===== src/rtl/mult_div_unit_pkg.sv =====
// Shared definitions for the iterative multiply/divide unit: op and state
// encodings, iteration count and small operand helpers.
package mult_div_unit_pkg;

   typedef enum logic [1:0] {
      OP_MULT  = 2'b00,
      OP_MULTU = 2'b01,
      OP_DIV   = 2'b10,
      OP_DIVU  = 2'b11
   } op_e;

   typedef enum logic [1:0] {
      ST_IDLE = 2'b00,
      ST_RUN  = 2'b01,
      ST_SIGN = 2'b10
   } state_e;

   localparam int ITER_COUNT = 32;
   localparam int CNT_W      = 6;

   function automatic logic is_div(input op_e o);
      return o[1];
   endfunction

   function automatic logic is_signed(input op_e o);
      return ~o[0];
   endfunction

   // Two's-complement magnitude; 0x80000000 maps to itself, read as unsigned.
   function automatic logic [31:0] magnitude(input logic [31:0] v, input logic sgn);
      return (sgn && v[31]) ? (~v + 32'd1) : v;
   endfunction

endpackage


===== src/rtl/mdu_addsub.sv =====
// 33-bit adder/subtractor with carry out, shared by the multiply (add)
// and restoring-divide (trial subtract) iterations.
module mdu_addsub (
   input  logic [32:0] a,
   input  logic [32:0] b,
   input  logic        sub,
   output logic [32:0] sum,
   output logic        carry
);

   logic [32:0] b_eff;

   assign b_eff        = sub ? ~b : b;
   // On subtract, carry=1 means a >= b (no borrow).
   assign {carry, sum} = {1'b0, a} + {1'b0, b_eff} + {33'd0, sub};

endmodule


===== src/rtl/mult_div_unit.sv =====
// Iterative 32-bit MULT/MULTU/DIV/DIVU unit with architectural HI/LO,
// stepping on the falling clock edge and freezable by enableDebug.
module mult_div_unit
   import mult_div_unit_pkg::*;
(
   input  logic        clk,
   input  logic        reset,
   input  logic        enableDebug,
   input  logic        start,
   input  logic [1:0]  op,
   input  logic [31:0] operandA,
   input  logic [31:0] operandB,
   input  logic        writeHi,
   input  logic        writeLo,
   input  logic [31:0] wdata,
   output logic        busy,
   output logic        done,
   output logic        divByZero,
   output logic [31:0] hi_out,
   output logic [31:0] lo_out
);

   state_e            state, next_state;
   logic [CNT_W-1:0]  count;
   op_e               op_q;
   logic              neg_q, rem_neg_q;
   logic [31:0]       hi_acc, lo_acc, opnd;

   op_e               op_in;
   logic              zero_divisor, last_iter;
   logic              load, div_zero, iterate, finish, mtx_ok;

   logic [32:0]       add_a, add_sum, mul_sum;
   logic              add_carry;
   logic [31:0]       hi_step, lo_step, res_hi, res_lo;
   logic [63:0]       product;

   assign op_in        = op_e'(op);
   assign zero_divisor = is_div(op_in) && (operandB == 32'd0);
   assign last_iter    = (count == CNT_W'(ITER_COUNT - 1));

   // NOTE: sequential state uses non-blocking (<=) so every register sees
   // pre-edge values of the others regardless of statement order.
   always_ff @(negedge clk or posedge reset) begin
      if (reset)            state <= ST_IDLE;
      else if (enableDebug) state <= next_state;
   end

   // NOTE: every always_comb output gets a default first so no path leaves
   // it unassigned, which would otherwise infer a latch.
   always_comb begin
      next_state = state;
      unique case (state)
         ST_IDLE: if (start && !zero_divisor) next_state = ST_RUN;
         ST_RUN:  if (last_iter) next_state = ST_SIGN;
         ST_SIGN: next_state = ST_IDLE;
         default: next_state = ST_IDLE;
      endcase
   end

   always_comb begin
      busy     = 1'b0;
      load     = 1'b0;
      div_zero = 1'b0;
      iterate  = 1'b0;
      finish   = 1'b0;
      mtx_ok   = 1'b0;
      unique case (state)
         ST_IDLE: begin
            load     = start && !zero_divisor;
            div_zero = start && zero_divisor;
            mtx_ok   = !start;   // a same-cycle start drops MTHI/MTLO
         end
         ST_RUN: begin
            busy    = 1'b1;
            iterate = 1'b1;
         end
         ST_SIGN: begin
            busy   = 1'b1;
            finish = 1'b1;
         end
         default: ;
      endcase
   end

   // Divide shifts the next dividend bit into the partial remainder before the trial subtract.
   assign add_a = is_div(op_q) ? {hi_acc, lo_acc[31]} : {1'b0, hi_acc};

   mdu_addsub u_addsub (
      .a     (add_a),
      .b     ({1'b0, opnd}),
      .sub   (is_div(op_q)),
      .sum   (add_sum),
      .carry (add_carry)
   );

   always_comb begin
      mul_sum = lo_acc[0] ? add_sum : {1'b0, hi_acc};
      hi_step = mul_sum[32:1];
      lo_step = {mul_sum[0], lo_acc[31:1]};
      if (is_div(op_q)) begin
         hi_step = add_carry ? add_sum[31:0] : add_a[31:0];
         lo_step = {lo_acc[30:0], add_carry};
      end
   end

   always_comb begin
      product = neg_q ? -{hi_acc, lo_acc} : {hi_acc, lo_acc};
      res_hi  = product[63:32];
      res_lo  = product[31:0];
      if (is_div(op_q)) begin
         res_lo = neg_q     ? -lo_acc : lo_acc;
         res_hi = rem_neg_q ? -hi_acc : hi_acc;
      end
   end

   always_ff @(negedge clk or posedge reset) begin
      if (reset) begin
         count     <= '0;
         op_q      <= OP_MULT;
         neg_q     <= 1'b0;
         rem_neg_q <= 1'b0;
         hi_acc    <= '0;
         lo_acc    <= '0;
         opnd      <= '0;
         done      <= 1'b0;
         divByZero <= 1'b0;
         hi_out    <= '0;
         lo_out    <= '0;
      end else if (enableDebug) begin
         done      <= finish || div_zero;
         divByZero <= div_zero;
         if (load) begin
            op_q      <= op_in;
            count     <= '0;
            neg_q     <= is_signed(op_in) && (operandA[31] ^ operandB[31]);
            rem_neg_q <= is_signed(op_in) && operandA[31];
            hi_acc    <= '0;
            opnd      <= is_div(op_in) ? magnitude(operandB, is_signed(op_in))
                                       : magnitude(operandA, is_signed(op_in));
            lo_acc    <= is_div(op_in) ? magnitude(operandA, is_signed(op_in))
                                       : magnitude(operandB, is_signed(op_in));
         end else if (iterate) begin
            hi_acc <= hi_step;
            lo_acc <= lo_step;
            count  <= last_iter ? '0 : count + 1'b1;
         end
         if (finish) begin
            hi_out <= res_hi;
            lo_out <= res_lo;
         end else if (mtx_ok) begin
            if (writeHi) hi_out <= wdata;
            if (writeLo) lo_out <= wdata;
         end
      end
   end

endmodule


===== config.mk =====
export PLATFORM = sky130hd
export DESIGN_NAME = mult_div_unit
export DESIGN_NICKNAME = d
export VERILOG_FILES = /design/src/rtl/mult_div_unit_pkg.sv /design/src/rtl/mdu_addsub.sv /design/src/rtl/mult_div_unit.sv
export SDC_FILE = /design/constraint.sdc
export NUM_CORES = 1
export LEC_CHECK = 0
export CAP_MARGIN = 0
export CORE_UTILIZATION = 52
export DETAILED_ROUTE_END_ITERATION = 16
export HOLD_SLACK_MARGIN = 0.12
export PLACE_DENSITY = 0.78
export SLEW_MARGIN = 25
export SYNTH_ARGS = -nofsm -noshare
export SYNTH_HDL_FRONTEND = slang
export SYNTH_SLANG_ARGS = --single-unit

===== constraint.sdc =====
create_clock -name clk -period 4.9 [get_ports clk]
set_input_delay 0.49 -clock clk [delete_from_list [all_inputs] [get_ports clk]]
set_output_delay 0.49 -clock clk [all_outputs]
set_load 0.01 [all_outputs]

==> impl_metrics.sql <==
INSERT INTO impl_metrics (metric_group, metric, value, unit) VALUES
('run_status', 'outcome', 'finished, violations left', ''),
('run_status', 'failed_checks', 'negative setup slack', ''),
('floorplan', 'rows', '60', ''),
('setup_path', 'cp-end-kind', 'flop', ''),
('yosys', 'yosysWarningCount', '0', ''),
('sta', 'maxSlewHeadroom', '0.2922', ''),
('place', 'port_buffers', '170', ''),
('sta', 'final.setup_skew', '0.01316', 'ns'),
('cells_and_area', 'num_antenna_cells', '0', ''),
('sta', 'final_hold_viol_count', '0', ''),
('global_routing', 'globalRoute.totalOverflow', '0', ''),
('setup_path', 'cp.required', '2.69', 'ns'),
('worst_hold_path', 'whs_endpoint', 'lo_out[25]$_DFFE_NP0P_', ''),
('worst_hold_path', 'holdCritStartpoint', 'lo_out[25]$_DFFE_NP0P_', ''),
('routing', 'num_vias', '15791', ''),
('global_routing', 'globalRouteTotalUtil', '0.3612', ''),
('yosys', 'synth.yosys.seq_area_share', '0.2965', ''),
('global_routing', 'grt_pass1_wl', '80.87', 'mm'),
('cells_and_area', 'fillers', '2051', ''),
('clocking', 'clkSlewWorstSetupHoldPaths', '0.06', 'ns'),
('pwr', 'power-per-cell-area', '682.8', 'nW/um^2'),
('job', 'maxCapViolCount', '0', ''),
('routing', 'post-route-drc-count', '0', ''),
('yosys', 'ys_dominant_reg_cell', 'sky130_fd_sc_hd__dfrtn_1', ''),
('place', 'dp_slack', '-1.061', 'ns'),
('cells_and_area', 'mostFrequentLayoutCell', 'sky130_fd_sc_hd__buf_4', ''),
('floorplan', 'die_y', '169.6', 'um'),
('pwr', 'worst_ir_drop_vdd', '0.3552', 'mV'),
('floorplan', 'floorplan.die_area', '28750', 'um^2'),
('clocking', 'numClockSinks', '173', ''),
('setup_path', 'regToRegStartpoint', 'op_q[1]$_DFFE_NP0P_', ''),
('routing', 'drt-wirelength-per-cell', '21.19', 'um'),
('yosys', 'synth_area_per_cell', '8.035', 'um^2'),
('yosys', 'synth-edff-count', '0', ''),
('yosys', 'synth_seq_cells', '173', ''),
('cells_and_area', 'multi_input_comb_area', '10230', 'um^2'),
('setup_path', 'r2r_end', 'hi_acc[20]$_DFFE_NP0P_', ''),
('floorplan', 'placeableCoreArea', '27250', 'um^2'),
('floorplan', 'initial_core_util', '0.5358', ''),
('clocking', 'cts_tree', 'built', ''),
('global_routing', 'grt_antenna_before_repair', '0', ''),
('cells_and_area', 'drive_gt1_frac', '0.2049', ''),
('pwr', 'total_leakage_power', '8.464', 'nW'),
('sta', 'grt_setup_unrepaired', 'true', ''),
('sta', 'final_report_max_slew_violation_count', '0', ''),
('setup_path', 'crit_type', 'primary input to flop', ''),
('routing', 'dr.pass1.iters', '6', ''),
('global_routing', 'first_global_vias', '14540', ''),
('yosys', 'synthesis.nets', '1961', ''),
('setup_path', 'r2r.worst_path.cells', '11', ''),
('sta', 'finalSetupViolCount', '25', ''),
('cells_and_area', 'seq_area', '4329', 'um^2'),
('setup_path', 'data_arrival_time_at_the_worst_slack_endpoint', '3.08', 'ns'),
('floorplan', 'die_width', '169.6', 'um'),
('setup_path', 'worstPathMaxFanout', '6', ''),
('sta', 'final_setup_slack_of_the_worst_path', '-0.3917', 'ns'),
('sta', 'worst_slew_pin_slew', '1.062', 'ns'),
('global_routing', 'grt_start_max_net_pins', '100', ''),
('yosys', 'post_synth_num_cell_types', '77', ''),
('setup_path', 'crit_path_start_kind', 'primary input', ''),
('yosys', 'synthCells', '1817', ''),
('clocking', 'cts_max_level', '4', ''),
('cells_and_area', 'fin_nets', '2249', ''),
('place', 'place_hpwl', '40.04', 'mm'),
('cells_and_area', 'final_cell_mix', 'sky130_fd_sc_hd__buf_4 (216), sky130_fd_sc_hd__nand2_1 (186), sky130_fd_sc_hd__dfrtn_1 (173)', ''),
('routing', 'drt_first_iter_violations', '1922', ''),
('floorplan', 'design.portCount', '171', ''),
('clocking', 'cts_buffers', '17', ''),
('routing', 'drt.antenna.violating_nets', '0', ''),
('worst_hold_path', 'min_delay_path_depth', '1', ''),
('clocking', 'clkLatencyLatePin', '0.42', 'ns'),
('yosys', 'postSynth.asyncResetShare', '1.000', ''),
('setup_path', 'worst-r2r-setup-slack', '0.32', 'ns'),
('routing', 'routed_wl', '52.77', 'mm'),
('clocking', 'cts.path.max_buffers', '2', ''),
('yosys', 'netlist_area', '14600', 'um^2'),
('worst_hold_path', 'hold_path.class', 'flop to flop', ''),
('place', 'routabilityCongestion', '0.9590', ''),
('clocking', 'clk_root_buffer_cell', 'sky130_fd_sc_hd__clkbuf_16', ''),
('cells_and_area', 'finalCoreUtilization', '0.7160', ''),
('cells_and_area', 'syn_to_final_growth', '33.64', '%'),
('routing', 'detail_route.vias_per_cell', '6.342', '');
cell usage after synthesis (all sizes together) (25+ instances only):
library cell  count  area share
dfrtn           173        0.30
a211oi           47       0.024
ha               39       0.033
xnor2            73       0.044
o31ai            34       0.018
nand3            25      0.0086
mux2             45       0.035
nor3             35       0.012
o21ai           175       0.060
nor2            144       0.038
a21oi           160       0.055
xor2            107       0.064
clkbuf          121       0.031
inv              28      0.0072
mux2i            63       0.043
a21o             43       0.022
nand2           192       0.049
registers in the layout, indices dropped and copies added (netlist names), 2 cells and up:
register,cells
opnd,32
hi_acc,32
count,6
state,2
hi_out,32
lo_acc,32
lo_out,32
through the flow:
step,cells,TNS (ns),cell area [um^2],power (W),hold slack [ns]
6_report,2490,-5.604,19510,0.01332,0.4209
5_1_grt,2490,-8.830,19510,0.01406,0.4387
4_1_cts,2470,-5.770,19080,0.01293,0.4273
3_5_place_dp,2424,-75.53,18160,0.01145,0.4271
3_3_place_gp,2424,-68.81,18160,0.01128,0.4211
2_1_floorplan,1817,-31.69,14900,0.008403,0.4167
how the worst max path moves through the flow:
stage / slack [ns] / startpoint / to
floorplan: -0.55 / operandA[12] / lo_acc[28]$_DFFE_NP0P_
global placement: -1.00 / operandA[12] / lo_acc[28]$_DFFE_NP0P_
detailed placement: -1.06 / operandA[12] / lo_acc[28]$_DFFE_NP0P_
CTS: -0.37 / operandA[11] / lo_acc[28]$_DFFE_NP0P_
global route: -0.49 / operandA[4] / lo_acc[24]$_DFFE_NP0P_
finish: -0.39 / operandA[4] / lo_acc[24]$_DFFE_NP0P_
worst max-delay path: stages:
cell and delay, ns:
sky130_fd_sc_hd__clkdlybuf4s50_1 0.43, sky130_fd_sc_hd__nor4_1 0.33, sky130_fd_sc_hd__buf_4 0.19, sky130_fd_sc_hd__nand2_1 0.08
sky130_fd_sc_hd__or4_4 0.60, sky130_fd_sc_hd__buf_4 0.18, sky130_fd_sc_hd__o41ai_4 0.21, sky130_fd_sc_hd__xor2_1 0.23
sky130_fd_sc_hd__nand2_1 0.09, sky130_fd_sc_hd__o21ai_1 0.14, sky130_fd_sc_hd__o221ai_1 0.13
final cells by class:
cell class	count	share of cell area
clock buffers	18	0.02251
clock inverters	14	0.007182
inverters	29	0.005771
multi-input cells	1472	0.5241
flip-flops and latches	173	0.2219
well taps	372	0.02386
repair buffers	412	0.1947
power breakdown:
part | switching [W] | internal, W
Sequential | 0.000931 | 0.00210
Clock | 0.000677 | 0.000692
Combinational | 0.00531 | 0.00362
Total | 0.00691 | 0.00641
cells by family (layout without fill, tap and decap cells):
group	count (synthesis)	count (layout)	share of synthesized area
AOI/OAI and AO/OA	600	600	0.2595
and+or+nand+nor	542	544	0.1767
xor gates and xnor gates	180	180	0.1080
buffers and inverters	174	473	0.04662
DFF	173	173	0.2965
muxes	108	108	0.07790
adders and majority gates	40	40	0.03479
per-layer routing:
| metal | GRT usage | share of wire |
|---|---|---|
| met1 | 0.4819 | 0.42 |
| met3 | 0.05177 | 0.083 |
| met5 | 0 | 0 |
| met2 | 0.5772 | 0.46 |
| met4 | 0.1704 | 0.044 |
timing repair:
item / CTS / global route
setup buffers: 11 / 20
pin swaps: 36 / 44
setup endpoints to repair: 105 / 99
resized for setup: 74 / 80
hold buffers: 0 / 0
gates cloned: 3 / 0
Note: power is estimated with default switching activity, not from simulation.
